File: src/rtl/mem_wr_arbiter_if.sv
// Requester/memory write bus for mem_wr_arbiter.
// The master modport is the arbiter: it drives the memory write port and the per-requester ready.
interface mem_wr_arbiter_if #(
    parameter int N     = 4,
    parameter int WIDTH = 16
);
    logic [N-1:0]       req_valid;
    logic [N-1:0]       req_lock;
    logic [N*8-1:0]     req_addr;
    logic [N*WIDTH-1:0] req_data;
    logic [N-1:0]       req_ready;
    logic [7:0]         mem_addr;
    logic [WIDTH-1:0]   mem_data;
    logic               mem_write;

    modport master (
        input  req_valid, req_lock, req_addr, req_data,
        output req_ready, mem_addr, mem_data, mem_write
    );

    modport slave (
        output req_valid, req_lock, req_addr, req_data,
        input  req_ready, mem_addr, mem_data, mem_write
    );
endinterface

File: src/rtl/mem_wr_arbiter.sv
// Round-robin arbiter sharing one memory write port among N requesters, with locked bursts.
// Define MEM_WR_ARB_STAT_EN to add per-requester saturating beat counters (stat_clr/stat_cnt).
module mem_wr_arbiter #(
    parameter int N         = 4,
    parameter int WIDTH     = 16,
    parameter int MAX_BURST = 8
) (
    input  logic                 clk,
    input  logic                 reset_n,
    input  logic                 arb_en,
`ifdef MEM_WR_ARB_STAT_EN
    input  logic                 stat_clr,
    output logic [N*16-1:0]      stat_cnt,
`endif
    output logic [$clog2(N)-1:0] cur_owner,
    mem_wr_arbiter_if.master     bus
);
    localparam int PW = $clog2(N);
    localparam int CW = $clog2(MAX_BURST) + 1;

    typedef enum logic {IDLE, BURST} state_t;

    state_t          state_reg;
    logic [PW-1:0]   ptr_reg;
    logic [PW-1:0]   owner_reg;
    logic [PW-1:0]   cur_owner_reg;
    logic [CW-1:0]   cnt_reg;
    logic [7:0]      mem_addr_reg;
    logic [WIDTH-1:0] mem_data_reg;
    logic            mem_write_reg;

    logic [PW-1:0]   search_idx;
    logic            search_hit;
    logic [N-1:0]    ready_next;
    logic [PW-1:0]   acc_idx;
    logic            accept;

    // Scan from farthest to nearest so the nearest valid index after ptr wins.
    always_comb begin
        int idx;
        search_idx = '0;
        search_hit = 1'b0;
        idx        = 0;
        for (int k = N; k >= 1; k--) begin
            idx = int'(ptr_reg) + k;
            if (idx >= N) idx = idx - N;
            if (bus.req_valid[idx]) begin
                search_hit = 1'b1;
                search_idx = PW'(idx);
            end
        end
    end

    always_comb begin
        ready_next = '0;
        acc_idx    = (state_reg == BURST) ? owner_reg : search_idx;
        if (reset_n && arb_en) begin
            if (state_reg == BURST) begin
                if (bus.req_valid[owner_reg]) ready_next[owner_reg] = 1'b1;
            end else if (search_hit) begin
                ready_next[search_idx] = 1'b1;
            end
        end
    end

    assign accept        = |(ready_next & bus.req_valid);
    assign bus.req_ready = ready_next;
    assign bus.mem_addr  = mem_addr_reg;
    assign bus.mem_data  = mem_data_reg;
    assign bus.mem_write = mem_write_reg;
    assign cur_owner     = cur_owner_reg;

    always_ff @(posedge clk or negedge reset_n) begin
        if (!reset_n) begin
            state_reg     <= IDLE;
            ptr_reg       <= PW'(N - 1);
            owner_reg     <= '0;
            cur_owner_reg <= '0;
            cnt_reg       <= '0;
            mem_addr_reg  <= '0;
            mem_data_reg  <= '0;
            mem_write_reg <= 1'b0;
        end else begin
            mem_write_reg <= accept;
            if (accept) begin
                mem_addr_reg  <= bus.req_addr[int'(acc_idx)*8 +: 8];
                mem_data_reg  <= bus.req_data[int'(acc_idx)*WIDTH +: WIDTH];
                cur_owner_reg <= acc_idx;
            end
            if (arb_en) begin
                if (state_reg == IDLE) begin
                    if (accept) begin
                        ptr_reg <= acc_idx;
                        if (bus.req_lock[acc_idx] && (MAX_BURST > 1)) begin
                            state_reg <= BURST;
                            owner_reg <= acc_idx;
                            cnt_reg   <= CW'(1);
                        end
                    end
                end else begin
                    // ptr already points at the owner, so a release hands priority onward.
                    if (accept) begin
                        if (!bus.req_lock[owner_reg] || (cnt_reg + CW'(1) == CW'(MAX_BURST))) begin
                            state_reg <= IDLE;
                            cnt_reg   <= '0;
                        end else begin
                            cnt_reg <= cnt_reg + CW'(1);
                        end
                    end else begin
                        state_reg <= IDLE;
                        cnt_reg   <= '0;
                    end
                end
            end
        end
    end

`ifdef MEM_WR_ARB_STAT_EN
    for (genvar gi = 0; gi < N; gi++) begin : g_stat
        logic [15:0] beat_cnt_reg;
        always_ff @(posedge clk or negedge reset_n) begin
            if (!reset_n) begin
                beat_cnt_reg <= '0;
            end else if (stat_clr) begin
                beat_cnt_reg <= '0;
            end else if (accept && (acc_idx == PW'(gi)) && (beat_cnt_reg != 16'hFFFF)) begin
                beat_cnt_reg <= beat_cnt_reg + 16'd1;
            end
        end
        assign stat_cnt[gi*16 +: 16] = beat_cnt_reg;
    end
`endif
endmodule

File: src/flat_wrapper.sv
// flat-port wrapper written by rule: the top's interface ports become plain ports
module mem_wr_arbiter_flat 
#(
    parameter int N         = 4,
    parameter int WIDTH     = 16,
    parameter int MAX_BURST = 8
)
  (clk, reset_n, arb_en, cur_owner, bus_req_valid, bus_req_lock, bus_req_addr, bus_req_data, bus_req_ready, bus_mem_addr, bus_mem_data, bus_mem_write);
  mem_wr_arbiter_if #(.N(N), .WIDTH(WIDTH)) bus_i ();
  input  logic clk;
  input  logic reset_n;
  input  logic arb_en;
  output logic [$clog2(N)-1:0] cur_owner;
  input wire logic [$bits(bus_i.req_valid)-1:0] bus_req_valid;
  input wire logic [$bits(bus_i.req_lock)-1:0] bus_req_lock;
  input wire logic [$bits(bus_i.req_addr)-1:0] bus_req_addr;
  input wire logic [$bits(bus_i.req_data)-1:0] bus_req_data;
  output wire logic [$bits(bus_i.req_ready)-1:0] bus_req_ready;
  output wire logic [$bits(bus_i.mem_addr)-1:0] bus_mem_addr;
  output wire logic [$bits(bus_i.mem_data)-1:0] bus_mem_data;
  output wire logic [$bits(bus_i.mem_write)-1:0] bus_mem_write;
  assign bus_i.req_valid = bus_req_valid;
  assign bus_i.req_lock = bus_req_lock;
  assign bus_i.req_addr = bus_req_addr;
  assign bus_i.req_data = bus_req_data;
  assign bus_req_ready = bus_i.req_ready;
  assign bus_mem_addr = bus_i.mem_addr;
  assign bus_mem_data = bus_i.mem_data;
  assign bus_mem_write = bus_i.mem_write;
  mem_wr_arbiter #(.N(N), .WIDTH(WIDTH), .MAX_BURST(MAX_BURST)) u_core (.clk(clk), .reset_n(reset_n), .arb_en(arb_en), .cur_owner(cur_owner), .bus(bus_i));
endmodule
File: config.mk
export PLATFORM = sky130hd
export DESIGN_NAME = mem_wr_arbiter_flat
export DESIGN_NICKNAME = d
export VERILOG_FILES = /design/src/rtl/mem_wr_arbiter_if.sv /design/src/rtl/mem_wr_arbiter.sv /design/src/flat_wrapper.sv
export SDC_FILE = /design/constraint.sdc
export NUM_CORES = 1
export LEC_CHECK = 0
export ABC_AREA = 1
export CAP_MARGIN = 5
export CORE_ASPECT_RATIO = 0.6
export CORE_MARGIN = 1.5
export CORE_UTILIZATION = 37
export DETAILED_ROUTE_END_ITERATION = 10
export PLACE_DENSITY = 0.77
export SLEW_MARGIN = 20
export SYNTH_ARGS = -nofsm -noshare
export SYNTH_HDL_FRONTEND = slang
export SYNTH_SLANG_ARGS = --single-unit
File: constraint.sdc
create_clock -name clk -period 4.3 [get_ports clk]
set_input_delay 0.43 -clock clk [delete_from_list [all_inputs] [get_ports clk]]
set_output_delay 0.43 -clock clk [all_outputs]
set_load 0.1 [all_outputs]
==> results.py <==
metrics = {
    "logic_synthesis": {
        "yosys_register_bits": 36,
        "yosys_warnings": 0,
        "synth_cell_types": 31,
        "avgSynthCellArea_sq_um": 7.020,
        "synth_nets": 519,
        "synth-seq-area-share": 0.3131,
        "syn_area_sq_mm": 0.002885,
        "syn_inst": 411,
    },
    "clocking": {
        "post_cts_buffers": 0,
        "post_cts_resized": 0,
        "clock_tree.root_cell": "clkbuf_16",
        "cts_tree": "yes",
        "insertion_delay_ns": 0.28,
        "cts_buffer_depth": 2,
        "h-tree-depth": 2,
        "cts_sinks": 36,
        "cts_buffers": 5,
        "clk_pin_slew_ns": 0.05,
        "postCtsHoldBufs": 0,
    },
    "placement": {
        "place.gp.congestion": 0.9086,
        "portBuffers": 137,
        "place_hpwl_microns": 6525,
        "preCtsSetupSlack_ns": 1.347,
    },
    "routing": {
        "routed_wl_microns": 8574,
        "drt_first_iter_violations": 119,
        "via_count": 3105,
        "viasPerCell": 4.852,
        "first_pass_iters": 4,
        "drc": 0,
        "final_antenna_net_count": 0,
        "wl_per_cell_microns": 13.40,
    },
    "timing": {
        "grt_setup_unrepaired": "false",
        "slew-limit-headroom": 0.3107,
        "fin_setup_tns_ns": 0,
        "setup_violations": 0,
        "finalCritPeriodShare": 0.6359,
        "min_period_ns": 2.734,
        "skew_ns": 0.002302,
        "fin_ws_ns": 1.566,
        "max_freq_ghz": 0.3657,
        "hold_viol": 0,
        "tightestPinTransition_ns": 1.031,
        "drv_slew": 0,
    },
    "floorplanning": {
        "die_h_microns": 71.40,
        "io_pins": 138,
        "dieArea_sq_mm": 0.008354,
        "core_area_sq_mm": 0.007417,
        "die_x_microns": 117.0,
        "rows": 24,
        "initial_utilization": 0.3890,
    },
    "global_routing": {
        "grt-ovfl-total": 0,
        "grt_start_max_net_pins": 54,
        "grt_pass1_vias": 2912,
        "grt_pass1_wl_microns": 13540,
        "track_usage": 0.2058,
        "antenna_found_initial": 0,
    },
    "final_layout": {
        "diodes": 0,
        "nets": 643,
        "mostFrequentLayoutCells": "clkdlybuf4s50_1, nand2_1, inv_1",
        "drive_gt1_frac": 0.1250,
        "syn_to_final_growth_pct": 51.43,
        "mostFrequentLayoutCell": "clkdlybuf4s50_1",
        "largest_reg_flops": 16,
    },
    "worst_setup_path": {
        "cp_data_required_time_ns": 4.45,
        "cp_max_fo": 48,
        "crit_arrival_ns": 2.88,
        "crit_path_end_kind": "register",
        "critPathKind": "register to register",
        "worst_setup_path_start_kind": "register",
    },
    "flow_run": {
        "cap_viol_max_count": 0,
    },
    "min_path": {
        "hp-class": "input port to asynchronous set/reset pin",
    },
    "status": {
        "outcome": "finished clean",
    },
}
==> layout make-up <==
class,count,area (sq um)
clock buffers,8,146.4
repair buffers,141,1406
flip-flops and latches,36,903.4
well taps,104,130.1
inverters,71,269.0
multi-input cells,280,1514
fillers,679,3048
==> synth_stat cells (all sizes together) <==
| cell type | instances | area (sq um) |
|---|---|---|
| nor3 | 2 | 10.01 |
| o2111ai | 1 | 8.760 |
| dfrtp | 34 | 850.8 |
| o211ai | 24 | 180.2 |
| o21ai | 33 | 168.9 |
| nand4 | 1 | 6.260 |
| nor2 | 33 | 178.9 |
| xnor2 | 1 | 8.760 |
| ha | 1 | 12.51 |
| dfstp | 2 | 52.55 |
| buf | 21 | 195.2 |
| nand2 | 105 | 445.4 |
| a31oi | 26 | 162.7 |
| inv | 71 | 269.0 |
| clkbuf | 3 | 11.26 |
| nand3b | 2 | 15.01 |
| nand3 | 22 | 160.1 |
| a21oi | 29 | 148.9 |
==> per-stage QoR <==
stage | std cells | util | instance area [sq um] | hold WS [ns]
floorplan | 411 | - | 2885 | 0.1344
global placement | 631 | 0.5656 | 4195 | 0.4579
detailed placement | 632 | 0.5693 | 4223 | 0.4788
CTS | 640 | 0.5891 | 4369 | 0.2173
global route | 640 | 0.5891 | 4369 | 0.2371
finish | 640 | 0.5891 | 4369 | 0.1900
==> cells by family (layout without fill, tap and decap cells) <==
| logic type | Yosys count | after routing | synth area share |
|---|---|---|---|
| buffers and inverters | 95 | 220 | 0.1648 |
| XOR/XNOR | 1 | 1 | 0.003036 |
| AND/OR/NAND/NOR | 165 | 165 | 0.2827 |
| AO/OA/AOI/OAI | 113 | 113 | 0.2320 |
| adder cells (fa/ha/maj) | 1 | 1 | 0.004336 |
| flip-flops | 36 | 36 | 0.3131 |
==> worst paths after layout <==
path,cells after the start,end,slack [ns],startpoint
max in group asynchronous,2,u_core.ptr_reg[1]$_DFFE_PN1P_,3.73,reset_n
worst max-delay path,12,u_core.bus.mem_addr[1]$_DFFE_PN0P_,1.57,u_core.ptr_reg[0]$_DFFE_PN1P_
min in group clk,2,u_core.cur_owner[1]$_DFFE_PN0P_,0.49,u_core.cur_owner[1]$_DFFE_PN0P_
worst min-delay path,2,u_core.bus.mem_addr[0]$_DFFE_PN0P_,0.19,reset_n
worst min register to register,2,u_core.cur_owner[1]$_DFFE_PN0P_,0.49,u_core.cur_owner[1]$_DFFE_PN0P_
worst max register to register,12,u_core.bus.mem_addr[1]$_DFFE_PN0P_,1.57,u_core.ptr_reg[0]$_DFFE_PN1P_
==> routing by layer <==
metal	up-vias	part of all wire	routed length, microns	global-route usage
met3	14	0.072	617	0.06514
met1	1394	0.46	3919	0.2684
met4	0	0.014	120	0.06426
met5	-	0	0	0
met2	98	0.46	3916	0.3275
li1	1599	-	-	-
==> worst max-delay path, stage by stage (launching register included) <==
cell and delay [ns]:
dfstp_2 0.66, inv_2 0.15, nand2_1 0.10, nand2_2 0.07
a21oi_2 0.15, nor2_1 0.07, nand3_2 0.12, nand3_4 0.10
nand2_2 0.38, buf_4 0.45, a21oi_1 0.12, o21ai_0 0.09
a31oi_1 0.10
Power is not shown: default switching activity piles up to over one toggle a cycle in this logic, so the estimate is an artifact.
